File: config.mk
export PLATFORM = sky130hd
export DESIGN_NAME = quad_decoder
export DESIGN_NICKNAME = d
export VERILOG_FILES = /design/src/rtl/quad_enc_pkg.sv /design/src/rtl/quad_glitch_filter.sv /design/src/rtl/quad_decoder.sv
export SDC_FILE = /design/constraint.sdc
export NUM_CORES = 1
export LEC_CHECK = 0
export ABC_AREA = 1
export CAP_MARGIN = 20
export CORE_ASPECT_RATIO = 1.1
export CORE_MARGIN = 2
export CORE_UTILIZATION = 35
export DETAILED_ROUTE_END_ITERATION = 7
export GPL_TIMING_DRIVEN = 0
export HOLD_SLACK_MARGIN = 0.02
export PLACE_DENSITY = 0.55
export SYNTH_ARGS = -nofsm -noshare
export SYNTH_HDL_FRONTEND = slang
export SYNTH_SLANG_ARGS = --single-unit
File: constraint.sdc
create_clock -name clk -period 3.5 [get_ports clk]
set_input_delay 0.525 -clock clk [delete_from_list [all_inputs] [get_ports clk]]
set_output_delay 0.525 -clock clk [all_outputs]
set_load 0.1 [all_outputs]
File: src/rtl/quad_enc_pkg.sv
// Shared types and helpers for the quadrature encoder decoder.
// Defines the A/B pair type, the Gray-code state constants, the
// per-edge step classification, the decoder FSM states and the
// transition decoder function.
package quad_enc_pkg;

    typedef logic [1:0] ab_t;

    // Encoder levels as {B, A}
    localparam ab_t AB_00 = 2'b00;
    localparam ab_t AB_01 = 2'b01;
    localparam ab_t AB_11 = 2'b11;
    localparam ab_t AB_10 = 2'b10;

    typedef enum logic [1:0] {
        QS_NONE = 2'd0,
        QS_FWD  = 2'd1,
        QS_REV  = 2'd2,
        QS_ERR  = 2'd3
    } qstep_t;

    typedef enum logic {
        QST_INIT  = 1'b0,
        QST_TRACK = 1'b1
    } qstate_t;

    // Successor of a level in the forward sequence 00->01->11->10->00.
    function automatic ab_t qnext_fwd(input ab_t cur);
        ab_t nxt;
        case (cur)
            AB_00:   nxt = AB_01;
            AB_01:   nxt = AB_11;
            AB_11:   nxt = AB_10;
            AB_10:   nxt = AB_00;
            default: nxt = AB_00;
        endcase
        return nxt;
    endfunction

    // Classify one transition between two accepted A/B levels.
    // A single-bit change is a step in one direction; a two-bit
    // change cannot be attributed to a direction and is illegal.
    function automatic qstep_t qdecode(input ab_t prev, input ab_t cur);
        qstep_t res;
        if (cur == prev) begin
            res = QS_NONE;
        end else if (cur == qnext_fwd(prev)) begin
            res = QS_FWD;
        end else if (prev == qnext_fwd(cur)) begin
            res = QS_REV;
        end else begin
            res = QS_ERR;
        end
        return res;
    endfunction

endpackage

File: src/rtl/quad_glitch_filter.sv
// Single-channel glitch filter for one encoder line.
// A new level is accepted only after the raw input has differed from
// the accepted level on FILT_LEN consecutive clock edges; any edge on
// which the raw input matches the accepted level restarts the count.
// 'load' forces the accepted level to the raw input without filtering,
// used to seed the filter on the first edge after reset.
module quad_glitch_filter #(
    parameter int FILT_LEN = 3
) (
    input  logic clk,
    input  logic rst,
    input  logic load,
    input  logic raw,
    output logic acc
);

    // Count value on which the FILT_LEN-th differing edge is seen
    localparam logic [3:0] LAST_CNT = 4'(FILT_LEN - 1);

    logic [3:0] cnt_r;
    logic       acc_r;

    // Run-length counter and accepted level update.
    always_ff @(posedge clk) begin
        if (!rst) begin
            cnt_r <= 4'd0;
            acc_r <= 1'b0;
        end else if (load) begin
            cnt_r <= 4'd0;
            acc_r <= raw;
        end else if (raw == acc_r) begin
            cnt_r <= 4'd0;
        end else if (cnt_r == LAST_CNT) begin
            cnt_r <= 4'd0;
            acc_r <= raw;
        end else begin
            cnt_r <= cnt_r + 4'd1;
        end
    end

    assign acc = acc_r;

endmodule

File: src/rtl/quad_decoder.sv
// Quadrature decoder: glitch-filters the A/B inputs, follows the
// 4-state Gray sequence and keeps a wrapping position count with
// direction, per-step strobe and sticky illegal-transition flag.
// Optional index-pulse capture is built when QUAD_DECODER_INDEX_Z_EN
// is defined; without it the idx_* ports and logic are absent.
module quad_decoder
    import quad_enc_pkg::*;
#(
    parameter int CNT_W    = 16,
    parameter int FILT_LEN = 3
) (
    input  logic             clk,
    input  logic             rst,
    input  logic [1:0]       inQ,
    input  logic             clr,
    output logic [CNT_W-1:0] pos_cnt,
    output logic             dir,
    output logic             step,
    output logic             err
`ifdef QUAD_DECODER_INDEX_Z_EN
    ,
    input  logic             idx_z,
    output logic [CNT_W-1:0] idx_pos,
    output logic             idx_pulse
`endif
);

    localparam logic [CNT_W-1:0] CNT_ZERO = {CNT_W{1'b0}};
    localparam logic [CNT_W-1:0] CNT_ONE  = {{(CNT_W-1){1'b0}}, 1'b1};

    qstate_t state_r;
    ab_t     prev_r;
    ab_t     acc_s;
    logic    load_s;
    qstep_t  qs_s;
    logic    idx_take_s;
    logic    fwd_s;
    logic    rev_s;

`ifdef QUAD_DECODER_INDEX_Z_EN
    logic    idx_z_r;
`endif

    // The first edge after reset seeds the filters straight from inQ
    assign load_s = (state_r == QST_INIT);

    quad_glitch_filter #(.FILT_LEN(FILT_LEN)) u_filt_a (
        .clk  (clk),
        .rst  (rst),
        .load (load_s),
        .raw  (inQ[0]),
        .acc  (acc_s[0])
    );

    quad_glitch_filter #(.FILT_LEN(FILT_LEN)) u_filt_b (
        .clk  (clk),
        .rst  (rst),
        .load (load_s),
        .raw  (inQ[1]),
        .acc  (acc_s[1])
    );

    // Classify the accepted transition and arbitrate clear > index > step.
    always_comb begin
        qs_s       = QS_NONE;
        idx_take_s = 1'b0;
        fwd_s      = 1'b0;
        rev_s      = 1'b0;
        if (state_r == QST_TRACK) begin
            qs_s = qdecode(prev_r, acc_s);
`ifdef QUAD_DECODER_INDEX_Z_EN
            idx_take_s = idx_z & ~idx_z_r & (acc_s == AB_00) & ~clr;
`else
            idx_take_s = 1'b0;
`endif
        end else begin
            qs_s       = QS_NONE;
            idx_take_s = 1'b0;
        end
        // An index event swallows a same-cycle step entirely
        fwd_s = (qs_s == QS_FWD) & ~idx_take_s;
        rev_s = (qs_s == QS_REV) & ~idx_take_s;
    end

    // Decoder FSM with registered position, direction, strobe and error.
    always_ff @(posedge clk) begin
        if (!rst) begin
            state_r <= QST_INIT;
            prev_r  <= AB_00;
            pos_cnt <= CNT_ZERO;
            dir     <= 1'b0;
            step    <= 1'b0;
            err     <= 1'b0;
        end else begin
            case (state_r)
                QST_INIT: begin
                    // Filters are loaded this edge; match prev so no step follows
                    prev_r  <= inQ;
                    state_r <= QST_TRACK;
                end
                QST_TRACK: begin
                    prev_r  <= acc_s;
                    state_r <= QST_TRACK;
                end
                default: begin
                    prev_r  <= AB_00;
                    state_r <= QST_INIT;
                end
            endcase

            step <= fwd_s | rev_s;
            if (fwd_s | rev_s) begin
                dir <= fwd_s;
            end

            if (clr | idx_take_s) begin
                pos_cnt <= CNT_ZERO;
            end else if (fwd_s) begin
                pos_cnt <= pos_cnt + CNT_ONE;
            end else if (rev_s) begin
                pos_cnt <= pos_cnt - CNT_ONE;
            end

            if (clr) begin
                err <= 1'b0;
            end else if (qs_s == QS_ERR) begin
                err <= 1'b1;
            end
        end
    end

`ifdef QUAD_DECODER_INDEX_Z_EN
    // Index edge detect and capture of the pre-clear position.
    always_ff @(posedge clk) begin
        if (!rst) begin
            idx_z_r   <= 1'b0;
            idx_pos   <= CNT_ZERO;
            idx_pulse <= 1'b0;
        end else begin
            idx_z_r   <= idx_z;
            idx_pulse <= idx_take_s;
            if (idx_take_s) begin
                idx_pos <= pos_cnt;
            end
        end
    end
`endif

endmodule

==> impl_metrics.csv <==
group,metric,value,unit
run_status,run_status,"complete, no violations",
worst_setup_path,worst_setup_path_start_kind,"flip-flop",
global_routing,grt_antenna_before_repair,0,
detailed_routing,drtPass1Iterations,4,
detailed_routing,drt-total-wl,5.09,mm
synth,mappedNetlistArea,0.00228,mm^2
synth,synth_seq_cells,32,
final_layout,layout.cells.most_common,"nand2_1",
synth,synth_largest_area_cell,"dfxtp_1",
final_layout,diodes,0,
final_layout,final_layout_size_suffix_gt1_share,5.41,%
floorplan,core_area,0.00623,mm^2
global_routing,first_global_vias,1865,
synth,synth.net_count,383,
final_layout,layout.cells.most_common_list,"nand2_1 (97), inv_1 (67), nor2_1 (50), dfxtp_1 (32), nand3_1 (29)",
synth,synth-warning-count,0,
floorplan,die-width,80.9,um
clock_tree,holdBufCountCts,0,
detailed_routing,post_drt_via_cell_ratio,4.40,
final_layout,final_area,0.00270,mm^2
clock_tree,clk_lat_worst_skew,0.29,ns
floorplan,placementRows,30,
place,detailed_place.area,0.00261,mm^2
job,timing.max_cap.violations,0,
power_and_ir_drop,p_clk_share,18.6,%
power_and_ir_drop,design_power_total,1.59,mW
synth,yosys.area.top_type_share,28.1,%
clock_tree,cts_tree,"built",
clock_tree,clock_tree.root_cell,"clkbuf_8",
synth,netlist_top_cells_area,"dfxtp_1 (28%), nand2_1 (16%), inv_1 (11%)",
power_and_ir_drop,power_switching_share,49.0,%
power_and_ir_drop,cellLeakagePower,1.48,nW
clock_tree,htree_num_levels,2,
final_layout,areaGrowthSynthToFinish,18.4,%
place,hpwl,3.82,mm
sta,setup-tns-final,0,ns
detailed_routing,drt_iter0_markers,69,
power_and_ir_drop,cell_internal_pwr,812,uW
detailed_routing,detail-route-antenna-nets,0,
worst_setup_path,worst-path-max-fanout,15,
detailed_routing,post-route-drc-count,0,
global_routing,grt_start_max_net_pins,16,
power_and_ir_drop,combPwrFrac,54.8,%
sta,max_slew_margin,34.3,%
detailed_routing,average_wire_per_cell_in_the_routed_design,10.9,um
sta,worst_max_slew_pin_slew,0.982,ns
sta,final.period_utilization,86.3,%
clock_tree,cts_inserted_buffers,5,
sta,period_minus_slack,3.02,ns
global_routing,grt.overflow.total,0,
final_layout,finalNetCount,413,
clock_tree,path_clk_slew,0.07,ns
floorplan,die_height,88.6,um
synth,synth.lib_cells_used.distinct,23,
sta,grt_setup_unrepaired,"no",
worst_setup_path,cp-end-kind,"flip-flop",
global_routing,grt_pass1_wl,8.54,mm
worst_setup_path,required_time_worst_endpoint,3.69,ns
sta,fmax,331,MHz
worst_setup_path,timing.critical_path.arrival,3.21,ns
synth,postSynthCellCount,357,
clock_tree,postCtsResizedCells,0,
power_and_ir_drop,power_per_cell_area,591,mW/mm^2
place,portBuffers,23,
power_and_ir_drop,net-switching-power,781,uW
clock_tree,clock-sinks,32,
worst_setup_path,path_class,"flip-flop to flip-flop",
floorplan,fp.dieArea,0.00717,mm^2
sta,finalSetupViolCount,0,
hold_path,min-delay-path-class,"flip-flop to flip-flop",
floorplan,pin_count,24,
synth,syn_area_per_cell,6.38,um^2
clock_tree,cts.repair_timing.setup_buffer_count,0,
sta,timing_max_transition_violations_final,0,
global_routing,grt_util_all_layers,15.5,%
power_and_ir_drop,peak_ir_drop_on_the_vdd_network,0.000257,V
power_and_ir_drop,power.share.sequential,26.6,%
sta,finalHoldViolCount,0,
detailed_routing,route.vias.total,2058,
clock_tree,clock_tree.buffer_depth,2,
place,finalWeightedCongestion,0.797,
floorplan,start_util,36.5,%
synth,synth-seq-area-share,28.1,%
sta,finalClockSkew,0.00466,ns
-- worst max-delay path, stage by stage, from the launching register on --
cell and delay, ns:
dfxtp_1 0.44, xor2_1 0.21, nor2_1 0.07, nor2_1 0.14, inv_1 0.06, ha_1 0.23
inv_1 0.46, ha_1 0.41, nand2_1 0.12, inv_1 0.07, a21oi_1 0.19, nand2_1 0.15
nand2_1 0.12, nand2_1 0.06, nand2_1 0.05, nand3_1 0.06, nand2_1 0.06, inv_1 0.03
-- cells in the mapped netlist --
| cell type | n |
|---|---|
| nand3_1 | 29 |
| o21ai_0 | 11 |
| nor2_1 | 50 |
| nor2_2 | 6 |
| inv_1 | 67 |
| a211oi_2 | 1 |
| nand4_1 | 2 |
| xnor2_1 | 4 |
| inv_2 | 1 |
| a21oi_1 | 15 |
| xor2_1 | 8 |
| buf_6 | 2 |
| or2_1 | 3 |
| fa_1 | 1 |
| clkbuf_8 | 1 |
| nor2_4 | 1 |
| nor3_1 | 3 |
| buf_12 | 1 |
| nand3b_1 | 1 |
| nand2_1 | 97 |
| clkbuf_4 | 1 |
| ha_1 | 20 |
| dfxtp_1 | 32 |
-- power by group through the flow --
stage,clock network [mW],logic [mW],registers (mW)
6_report,0.295,0.873,0.424
5_1_grt,0.324,0.979,0.430
4_1_cts,0.313,0.877,0.425
3_5_place_dp,0,0.873,0.433
3_3_place_gp,0,0.865,0.433
2_1_floorplan,0,0.508,0.618
-- cell type report --
cell class	count	area [um^2]
clock buffers	6	72.6
flip-flops and latches	32	641
clock inverters	2	16.3
well taps	80	100
fillers	687	3530
multi-input cells	252	1320
inverters	68	255
plain buffers	5	63.8
repair buffers	23	230
-- kinds of logic after synthesis --
group                    count (synthesis)  synth area share [%]
adder cells (fa/ha/maj)                 21                  11.9
buffers and inverters                   73                  14.0
AO/OA/AOI/OAI                           27                  6.26
flip-flops                              32                  28.1
AND/OR/NAND/NOR                        192                  35.1
XOR/XNOR                                12                  4.62
-- metrics by stage --
step                      util, %  hold WS, ns  setup WS [ns]  instances
after floorplan                 -        0.430          0.994        357
after global placement       41.8        0.447          0.523        460
after detailed placement     41.8        0.455          0.485        460
after CTS                    43.3        0.473          0.464        468
after global routing         43.3        0.484          0.204        468
final                        43.3        0.468          0.480        468
-- flip-flops by register name, indices dropped and copies added (netlist names) --
| register | count |
|---|---|
| dir | 1 |
| err | 1 |
| pos_cnt | 16 |
| prev_r | 2 |
| state_r | 1 |
| step | 1 |
| u_filt_a.acc | 1 |
| u_filt_a.cnt_r | 4 |
| u_filt_b.acc | 1 |
| u_filt_b.cnt_r | 4 |
-- worst paths after layout --
kind	from	depth (start not counted)	slack, ns	to
worst max-delay path	u_filt_b.acc	17	0.48	pos_cnt[11]
worst min-delay path	u_filt_b.cnt_r[0]	1	0.47	u_filt_b.cnt_r[0]
worst max register to register	u_filt_b.acc	17	0.48	pos_cnt[11]
worst min register to register	u_filt_b.cnt_r[0]	1	0.47	u_filt_b.cnt_r[0]
-- layer usage --
metal | vias up | share of wire (%) | track usage (%)
li1 | 1151 | - | -
met1 | 879 | 48 | 18.7
met2 | 22 | 48 | 27.2
met3 | 6 | 2.8 | 3.57
met4 | 0 | 1.4 | 5.08
met5 | - | 0 | 0
Power figures use the tool's default switching activity.
